<file path="src/rtl/ppu_clock_sequencer.sv">
// PPU power-up clock sequencer: holds both PPUs in reset for R full XIN
// periods, releases them, then keeps toggling XIN until stopped.
// All strobes are single-cycle pulses decoded from registered state.
module ppu_clock_sequencer #(
  parameter int HALF_W  = 8,
  parameter int COUNT_W = 16
) (
  input  logic               clock,
  input  logic               reset,
  input  logic               start_i,
  input  logic               stop_i,
  input  logic [HALF_W-1:0]  half_period_i,
  input  logic [COUNT_W-1:0] reset_cycles_i,
  output logic               xin_hi_o,
  output logic               xin_lo_o,
  output logic               set_ppu_reset_o,
  output logic               clr_ppu_reset_o,
  output logic               busy_o,
  output logic               ppu_held_o,
  output logic [COUNT_W-1:0] xin_edges_o
);

  typedef enum logic [2:0] {
    S_IDLE,
    S_ASSERT,
    S_HOLD,
    S_RELEASE,
    S_RUN,
    S_STOP
  } state_t;

  state_t             state_q, state_d;
  logic [HALF_W-1:0]  half_q;
  logic [HALF_W-1:0]  timer_q;
  logic [COUNT_W-1:0] rcyc_q;
  logic [COUNT_W-1:0] periods_q;
  logic [COUNT_W-1:0] edges_q;
  logic               phase_q;
  logic               accept;
  logic               timing;
  logic               tick;
  logic               hold_done;

  assign accept    = (state_q == S_IDLE) && start_i && !stop_i;
  assign timing    = (state_q == S_HOLD) || (state_q == S_RELEASE) || (state_q == S_RUN);
  assign tick      = timing && (timer_q == HALF_W'(1));
  // The R-th full period ends on the falling toggle after R-1 earlier ones.
  assign hold_done = (state_q == S_HOLD) && tick && phase_q &&
                     (periods_q == rcyc_q - COUNT_W'(1));
  assign xin_edges_o = edges_q;

  // State register
  always_ff @(posedge clock or posedge reset) begin
    if (reset) state_q <= S_IDLE;
    else       state_q <= state_d;
  end

  // Next-state decode; stop lets the current cycle finish, then goes to STOP
  always_comb begin
    state_d = state_q;
    unique case (state_q)
      S_IDLE:    if (accept) state_d = S_ASSERT;
      S_ASSERT:  if (stop_i) state_d = S_STOP;
                 else if (rcyc_q != '0) state_d = S_HOLD;
                 else state_d = S_RELEASE;
      S_HOLD:    if (stop_i) state_d = S_STOP;
                 else if (hold_done) state_d = S_RELEASE;
      S_RELEASE: if (stop_i) state_d = S_STOP;
                 else state_d = S_RUN;
      S_RUN:     if (stop_i) state_d = S_STOP;
      S_STOP:    state_d = S_IDLE;
      default:   state_d = S_IDLE;
    endcase
  end

  // Output strobes and status decoded from state, timer and phase
  always_comb begin
    xin_hi_o        = tick && !phase_q;
    xin_lo_o        = (tick && phase_q) || (state_q == S_ASSERT) || (state_q == S_STOP);
    set_ppu_reset_o = (state_q == S_ASSERT) || (state_q == S_STOP);
    clr_ppu_reset_o = (state_q == S_RELEASE);
    busy_o          = (state_q != S_IDLE);
    ppu_held_o      = (state_q == S_ASSERT) || (state_q == S_HOLD);
  end

  // Settings latch, half-period timer, XIN phase and counters
  always_ff @(posedge clock or posedge reset) begin
    if (reset) begin
      half_q    <= '0;
      timer_q   <= '0;
      rcyc_q    <= '0;
      periods_q <= '0;
      edges_q   <= '0;
      phase_q   <= 1'b0;
    end else begin
      if (accept) begin
        half_q    <= (half_period_i == '0) ? HALF_W'(1) : half_period_i;
        rcyc_q    <= reset_cycles_i;
        periods_q <= '0;
        edges_q   <= '0;
        phase_q   <= 1'b0;
      end
      if (state_q == S_ASSERT) timer_q <= half_q;
      if (timing) begin
        if (tick) begin
          timer_q <= half_q;
          phase_q <= ~phase_q;
          if (!phase_q) edges_q <= edges_q + COUNT_W'(1);
          if (phase_q && (state_q == S_HOLD)) periods_q <= periods_q + COUNT_W'(1);
        end else begin
          timer_q <= timer_q - HALF_W'(1);
        end
      end
      if (state_q == S_STOP) phase_q <= 1'b0;
    end
  end

endmodule

</file>
<file path="config.mk">
export PLATFORM = sky130hd
export DESIGN_NAME = ppu_clock_sequencer
export DESIGN_NICKNAME = d
export VERILOG_FILES = /design/src/rtl/ppu_clock_sequencer.sv
export SDC_FILE = /design/constraint.sdc
export NUM_CORES = 1
export LEC_CHECK = 0
export BUFFER_PORTS_ARGS = -buffer_cell sky130_fd_sc_hd__buf_2
export CORE_ASPECT_RATIO = 1.4
export CORE_UTILIZATION = 60
export CTS_BUF_LIST = sky130_fd_sc_hd__clkbuf_16
export DETAILED_ROUTE_END_ITERATION = 10
export GPL_TIMING_DRIVEN = 0
export PLACE_DENSITY = 0.82
export SETUP_SLACK_MARGIN = 0.02
export SLEW_MARGIN = 20
export SYNTH_ARGS = -nofsm -noshare
export SYNTH_HDL_FRONTEND = slang
export SYNTH_SLANG_ARGS = --single-unit
</file>
<file path="constraint.sdc">
create_clock -name clock -period 6.68 [get_ports clock]
set_input_delay 1.336 -clock clock [delete_from_list [all_inputs] [get_ports clock]]
set_output_delay 1.336 -clock clock [all_outputs]
set_load 0.01 [all_outputs]
</file>
==> flow_summary.json, run 1 <==
{
  "avgRoutedWirePerCell_um": 16.15,
  "tritoncts": "done",
  "critPathMaxFanout": 6,
  "ios": 50,
  "p_clk_frac": 0.246,
  "insertedDiodeCount": 0,
  "outcome": "finished clean",
  "cts_setup_buffers": 0,
  "synth_area_leaders": "dfrtp_1 43%, nand2_1 10%, nand3_1 4.0%",
  "synth-edff-count": 0,
  "crit_chain": "inv_1 > ha_1 > or4b_1 > nor2_1 > o211ai_1 > clkinv_1 > buf_2",
  "crit_family": "simple AND/OR/NAND/NOR gates",
  "muxShareOfSynthArea": 0.01085,
  "nNetsFinal": 553,
  "relSlewSlack": 0.4418,
  "grt_use_met3": 0.06224,
  "min_path_type": "reg2reg",
  "synthFlopType": "dfrtp_1",
  "cp_slowest_stage_delay_ns": 0.47,
  "synth_xor_area_frac": 0.04692,
  "path_clk_slew_ns": 0.05,
  "fin_tns_setup_ns": 0,
  "port-buffer-count": 49,
  "synth_top_cell_area_share": 0.4341,
  "layout_setup_ws_ns": 3.035,
  "max_freq_ghz": 0.2743,
  "coreArea_mm2": 0.006254,
  "synth_cells": 459,
  "finalClockSkew_ns": 0.007685,
  "synth_compound_area_frac": 0.1344,
  "worst_slew_pin_slew_ns": 0.8336,
  "cts_hold_buf": 0,
  "holdWs_ns": 0.4803,
  "place_congestion": 0.8491,
  "p_leak_uw": 0.002079,
  "endpoint_kind": "output pin",
  "crit_arrival_ns": 2.31,
  "place_hpwl_um": 6909,
  "gr-usage-met1": 0.3633,
  "powerDensity_mw_per_mm2": 416.6,
  "synth_top_family_by_area": "simple AND/OR/NAND/NOR gates",
  "ys.warnings.count": 0,
  "htree_levels": 3,
  "drv_cap": 0,
  "vias": 3572,
  "power.internal_uw": 1133,
  "core.rowCount": 34,
  "vdd_ir_drop_max_mv": 0.3035,
  "gr-total-overflow": 0,
  "setup.worst_path.class": "reg2out",
  "cts_root_buf": "clkbuf_16",
  "use_met2": 0.5187,
  "fin_crit_ns": 3.645,
  "switchingPower_uw": 774.6,
  "fp.dieArea_mm2": 0.006866,
  "post_cts_resize_count": 0,
  "drc": 0,
  "p_sw_frac": 0.4060,
  "rsz0062_at_grt": "false",
  "ys_types": 61,
  "top_usage_layer": "met2",
  "grt_pass1_wl_um": 16500,
  "setup_violations": 0,
  "clk_path_buf_depth": 2,
  "drtIter0Drc": 229,
  "postSynthAreaPerCell_um2": 8.540,
  "die-height_um": 97.64,
  "antenna_found_initial": 0,
  "yosysMostFrequentCell": "nand2_1",
  "async_flop_share": 1.000,
  "drt-total-wl_um": 9641,
  "syn-num-nets": 492,
  "postRouteAntennaNets": 0,
  "slowest_stage": "or4b_1",
  "cts_made_buffers": 9,
  "vias_per_cell": 5.983,
  "fp.dieW_um": 70.32,
  "finalPower_uw": 1908,
  "power_frac_seq": 0.342,
  "clock_latency_ns": 0.33,
  "grt_pass1_vias": 3570,
  "hold_violations": 0,
  "netlist_area_mm2": 0.003920,
  "cp.required_ns": 5.34,
  "power_frac_comb": 0.412,
  "synth.largest_area_cell": "dfrtp_1",
  "synthAdderAreaFrac": 0.01596,
  "drive_gt1_frac": 0.1752,
  "startpoint_type": "register",
  "syn_to_final_growth_pct": 16.82,
  "synth_commonest_cells": "106 x nand2_1, 68 x dfrtp_1, 31 x nand3_1, 26 x o21ai_0, 21 x nor2_1",
  "grt_max_degree": 49,
  "grt.total_usage": 0.3051,
  "clock-sinks": 68,
  "start_util": 0.6269,
  "synth-simple-area-share": 0.3157,
  "maxSlewViolCount": 0,
  "synth.ff_latch_count": 68,
  "yosysSeqAreaShare": 0.4341,
  "fin_crit_sh": 0.5457,
  "drt_first_pass_iters": 4,
  "place_ws_ns": 3.419,
  "crit_buf_inv": 3
}
layout by cell type (no fill, tap or decap), types with 8 or more instances in the layout:
cell,n
o21ai_1,19
dfrtp_1,68
nor3_1,8
clkbuf_1,13
xnor2_1,14
a21oi_1,9
nand4_1,9
clkbuf_16,9
nor4_1,9
inv_1,13
buf_2,55
o21ai_0,26
nand3_1,31
nand2_1,106
nor2_1,21
path summary, 6_finish.rpt:
kind,startpoint,endpoint,slack [ns],depth (start not counted)
setup reg to reg,state_q[0]$_DFFE_PP0P_,rcyc_q[14]$_DFFE_PP0P_,4.06,7
setup / recovery,timer_q[1]$_DFFE_PP0P_,xin_hi_o,3.03,7
hold reg to reg,half_q[5]$_DFFE_PP0P_,half_q[5]$_DFFE_PP0P_,0.48,2
max in group asynchronous,reset,timer_q[6]$_DFFE_PP0P_,5.19,3
hold / removal,half_q[5]$_DFFE_PP0P_,half_q[5]$_DFFE_PP0P_,0.48,2
min in group asynchronous,reset,periods_q[2]$_DFF_PP0_,0.96,2
sequential cells by signal (all words and copies together), names as in the netlist:
name / flops
periods_q: 16
rcyc_q: 16
xin_edges_o: 16
half_q: 8
timer_q: 8
state_q: 3
phase_q: 1
worst reg2reg max path, delay by kind of cell (launching register included):
family	cells	cell delay, ns
buffers and inverters	3	0.90
flip-flops	1	0.36
AND/OR/NAND/NOR	4	1.30
final cells by class:
type | count | area (µm²)
Buffer | 23 | 112.6
Clock buffer | 9 | 225.2
Clock inverter | 7 | 68.82
Fill cell | 488 | 1674
Inverter | 14 | 55.05
Multi-Input combinational cell | 354 | 2053
Sequential cell | 68 | 1702
Tap cell | 72 | 90.09
Timing Repair Buffer | 50 | 272.8
per-layer routing:
layer	vias to the layer above	share of wire
li1	1746	-
met1	1681	0.42
met5	-	0
met4	0	0.030
met3	23	0.045
met2	122	0.51
power groups by stage:
stage / Sequential (µW) / Clock [µW] / Combinational [µW]
floorplan: 629 / 0 / 589
global placement: 651 / 0 / 734
detailed placement: 656 / 0 / 770
CTS: 650 / 473 / 779
global route: 671 / 490 / 872
finish: 653 / 469 / 786
per-stage QoR:
step                      utilization  cell area, µm²  std cells
after floorplan                     -            3920        459
after global placement         0.6805            4255        580
after detailed placement       0.6853            4285        581
after CTS                      0.7323            4579        597
after global routing           0.7323            4579        597
final                          0.7323            4579        597
kinds of logic after synthesis:
kind of cell | count (synthesis)
XOR/XNOR | 21
AND/OR/NAND/NOR | 238
buffers and inverters | 37
AO/OA/AOI/OAI | 86
multiplexers | 4
adder cells (fa/ha/maj) | 5
flip-flops | 68
No activity file was read; power rests on OpenSTA's default activity.
==> inputs of run 2 (changes only) <==
Settings changed: ABC_AREA set to 1, CORE_UTILIZATION 60 to 59, PLACE_DENSITY 0.82 to 0.81.
Clock period 6.68 ns to 3.5 ns, I/O delays scaled along.
==> run 2 against run 1 <==
Via count increased by 14%. Die area increased by 6.9%. Sequential share of layout area decreased by 1.8 points. Clock-buffer cell count unchanged. Setup slack got worse by 2.2 ns. Critical path type unchanged. Critical endpoint unchanged. Highest routed layer unchanged.
==> flow_summary.json, run 2 <==
{
  "gr-total-overflow": 0,
  "vias": 4062,
  "vias_per_cell": 5.504,
  "endpoint_kind": "output pin",
  "crit_chain": "inv_1 > ha_1 > nand2_1 > nor2_1 > nand2_1 > nor2_8 > inv_4 > nor2_8 > buf_2",
  "drive_gt1_frac": 0.1362,
  "async_flop_share": 1.000,
  "numPlacedInstances": 722,
  "coreArea_mm2": 0.006656,
  "yosysSeqAreaShare": 0.4122,
  "drc": 0,
  "slowest_stage": "dfrtp_1",
  "fin_util": 0.7229,
  "powerDensity_mw_per_mm2": 727.7,
  "crit_family": "simple AND/OR/NAND/NOR gates",
  "cp.depth": 9,
  "place_hpwl_um": 7486,
  "synth-edff-count": 0,
  "grt_max_degree": 48,
  "outcome": "finished clean",
  "crit_buf_inv": 3,
  "grt.total_usage": 0.3108,
  "fin_crit_ns": 2.680,
  "clock_latency_ns": 0.33,
  "placed_area_mm2": 0.004518,
  "synth_cells": 580,
  "insertedDiodeCount": 0,
  "finalPower_uw": 3502,
  "power_frac_seq": 0.349,
  "ios": 50,
  "tritoncts": "done",
  "postRouteAntennaNets": 0,
  "multiInputGateArea_mm2": 0.002085,
  "startpoint_type": "register",
  "mostFrequentLayoutCells": "169 x nand2_1, 68 x dfrtp_1, 67 x inv_1, 58 x nor2_1, 53 x buf_2",
  "cts_made_buffers": 9,
  "p_clk_frac": 0.256,
  "drt-total-wl_um": 10320,
  "avgRoutedWirePerCell_um": 13.99,
  "place_congestion": 0.8946,
  "stdcell_count": 738,
  "p_sw_frac": 0.4191,
  "cp_slowest_stage_delay_ns": 0.36,
  "setup.worst_path.class": "reg2out",
  "vdd_ir_drop_max_mv": 0.5031,
  "fin_crit_sh": 0.7657,
  "fill_cells": 545,
  "clock-sinks": 68,
  "fin_area_mm2": 0.004812,
  "grt_pass1_vias": 3936,
  "relSlewSlack": 0.5999,
  "path_clk_slew_ns": 0.06,
  "max_freq_ghz": 0.3732,
  "hold_violations": 0,
  "syn_to_final_growth_pct": 16.58,
  "critPathMaxFanout": 9,
  "fp.dieW_um": 72.69,
  "min_path_type": "in2async",
  "fp.dieArea_mm2": 0.007339,
  "htree_levels": 3,
  "fin_tns_setup_ns": 0,
  "synth_top_cell_area_share": 0.4122,
  "final_common_cell": "nand2_1",
  "maxSlewViolCount": 0,
  "finalClockSkew_ns": 0.006364,
  "postSynthAreaPerCell_um2": 7.117,
  "worst_slew_pin_slew_ns": 0.6001,
  "rsz0062_at_grt": "false",
  "p_leak_uw": 0.002412,
  "crit_arrival_ns": 1.98,
  "seqCellArea_mm2": 0.001702,
  "ys.warnings.count": 0,
  "drv_cap": 0,
  "cts_hold_buf": 0,
  "ys_types": 47,
  "port-buffer-count": 49,
  "switchingPower_uw": 1468,
  "synth_commonest_cells": "169 x nand2_1, 68 x dfrtp_1, 67 x inv_1, 58 x nor2_1, 47 x nand3_1",
  "start_util": 0.6201,
  "die-height_um": 101.0,
  "post_cts_resize_count": 0,
  "power.internal_uw": 2034,
  "cts_root_buf": "clkbuf_16",
  "cts_setup_buffers": 0,
  "power_frac_comb": 0.395,
  "drtIter0Drc": 277,
  "nNetsFinal": 674,
  "synth_area_leaders": "dfrtp_1 41%, nand2_1 15%, inv_1 6.1%",
  "antenna_found_initial": 0,
  "core.rowCount": 35,
  "synthFlopType": "dfrtp_1",
  "reg2reg_depth": 11,
  "synth.ff_latch_count": 68,
  "grt_pass1_wl_um": 17510,
  "cp.required_ns": 2.80,
  "yosysMostFrequentCell": "nand2_1",
  "clk_path_buf_depth": 2,
  "setup_violations": 0,
  "syn-num-nets": 613,
  "netlist_area_mm2": 0.004128,
  "drt_first_pass_iters": 6,
  "synth.largest_area_cell": "dfrtp_1"
}
[run 2: worst register-to-register path, delay by kind of cell (launching register included)]
kind | cells | cell delay, ns
DFF | 1 | 0.36
buffers and inverters | 1 | 0.11
adders and majority gates | 1 | 0.23
AOI/OAI and AO/OA | 1 | 0.08
and+or+nand+nor | 8 | 1.23
[run 2: cells by family after synthesis]
| family | after synthesis | synth area share |
|---|---|---|
| and+or+nand+nor | 314 | 0.3340 |
| AOI/OAI and AO/OA | 91 | 0.1276 |
| buffers and inverters | 89 | 0.08275 |
| DFF | 68 | 0.4122 |
| xor gates and xnor gates | 11 | 0.02334 |
| adders and majority gates | 5 | 0.01516 |
| muxes | 2 | 0.004850 |
[run 2: stage by stage]
stage          hold slack, ns  worst slack (ns)
6_report               0.3293            0.8202
5_1_grt                0.3513            0.6601
4_1_cts                0.3306            0.8308
3_5_place_dp           0.4693             1.184
3_3_place_gp           0.4622            0.1995
2_1_floorplan          0.4479             1.088
[run 2: worst paths after layout]
check                                        from                  endpoint  slack (ns)
setup / recovery           timer_q[1]$_DFFE_PP0P_                  xin_hi_o        0.82
hold / removal                              reset  xin_edges_o[9]$_DFF_PP0_        0.33
setup reg to reg           timer_q[1]$_DFFE_PP0P_    periods_q[9]$_DFF_PP0_        1.38
hold reg to reg             half_q[5]$_DFFE_PP0P_     half_q[5]$_DFFE_PP0P_        0.48
max in group asynchronous                   reset     rcyc_q[7]$_DFFE_PP0P_        2.65
min in group clock          half_q[5]$_DFFE_PP0P_     half_q[5]$_DFFE_PP0P_        0.48
[run 2: metal layers]
metal / up-vias / part of all wire / GRT usage
met5: - / 0 / 0
met4: 0 / 0.038 / 0.1765
met3: 35 / 0.052 / 0.04600
met2: 142 / 0.52 / 0.5478
met1: 1870 / 0.39 / 0.3537
li1: 2015 / - / -
[run 2: final cells by class]
cell class                 instances  share of cell area
buffer                            13             0.01118
clock buffer                       9             0.04680
clock inverter                     7             0.01430
inverter                          76             0.06032
multi-input combinational        423              0.4332
sequential                        68              0.3536
tap                               92             0.02392
timing repair buffer              50             0.05668
[run 2: power by group through the flow]
stage	logic [µW]	clock network [µW]	registers, µW
after global routing	1570	938	1250
after global placement	1300	0	1220
after floorplan	1040	0	1170
after detailed placement	1350	0	1230
final	1380	896	1220
after CTS	1380	907	1220
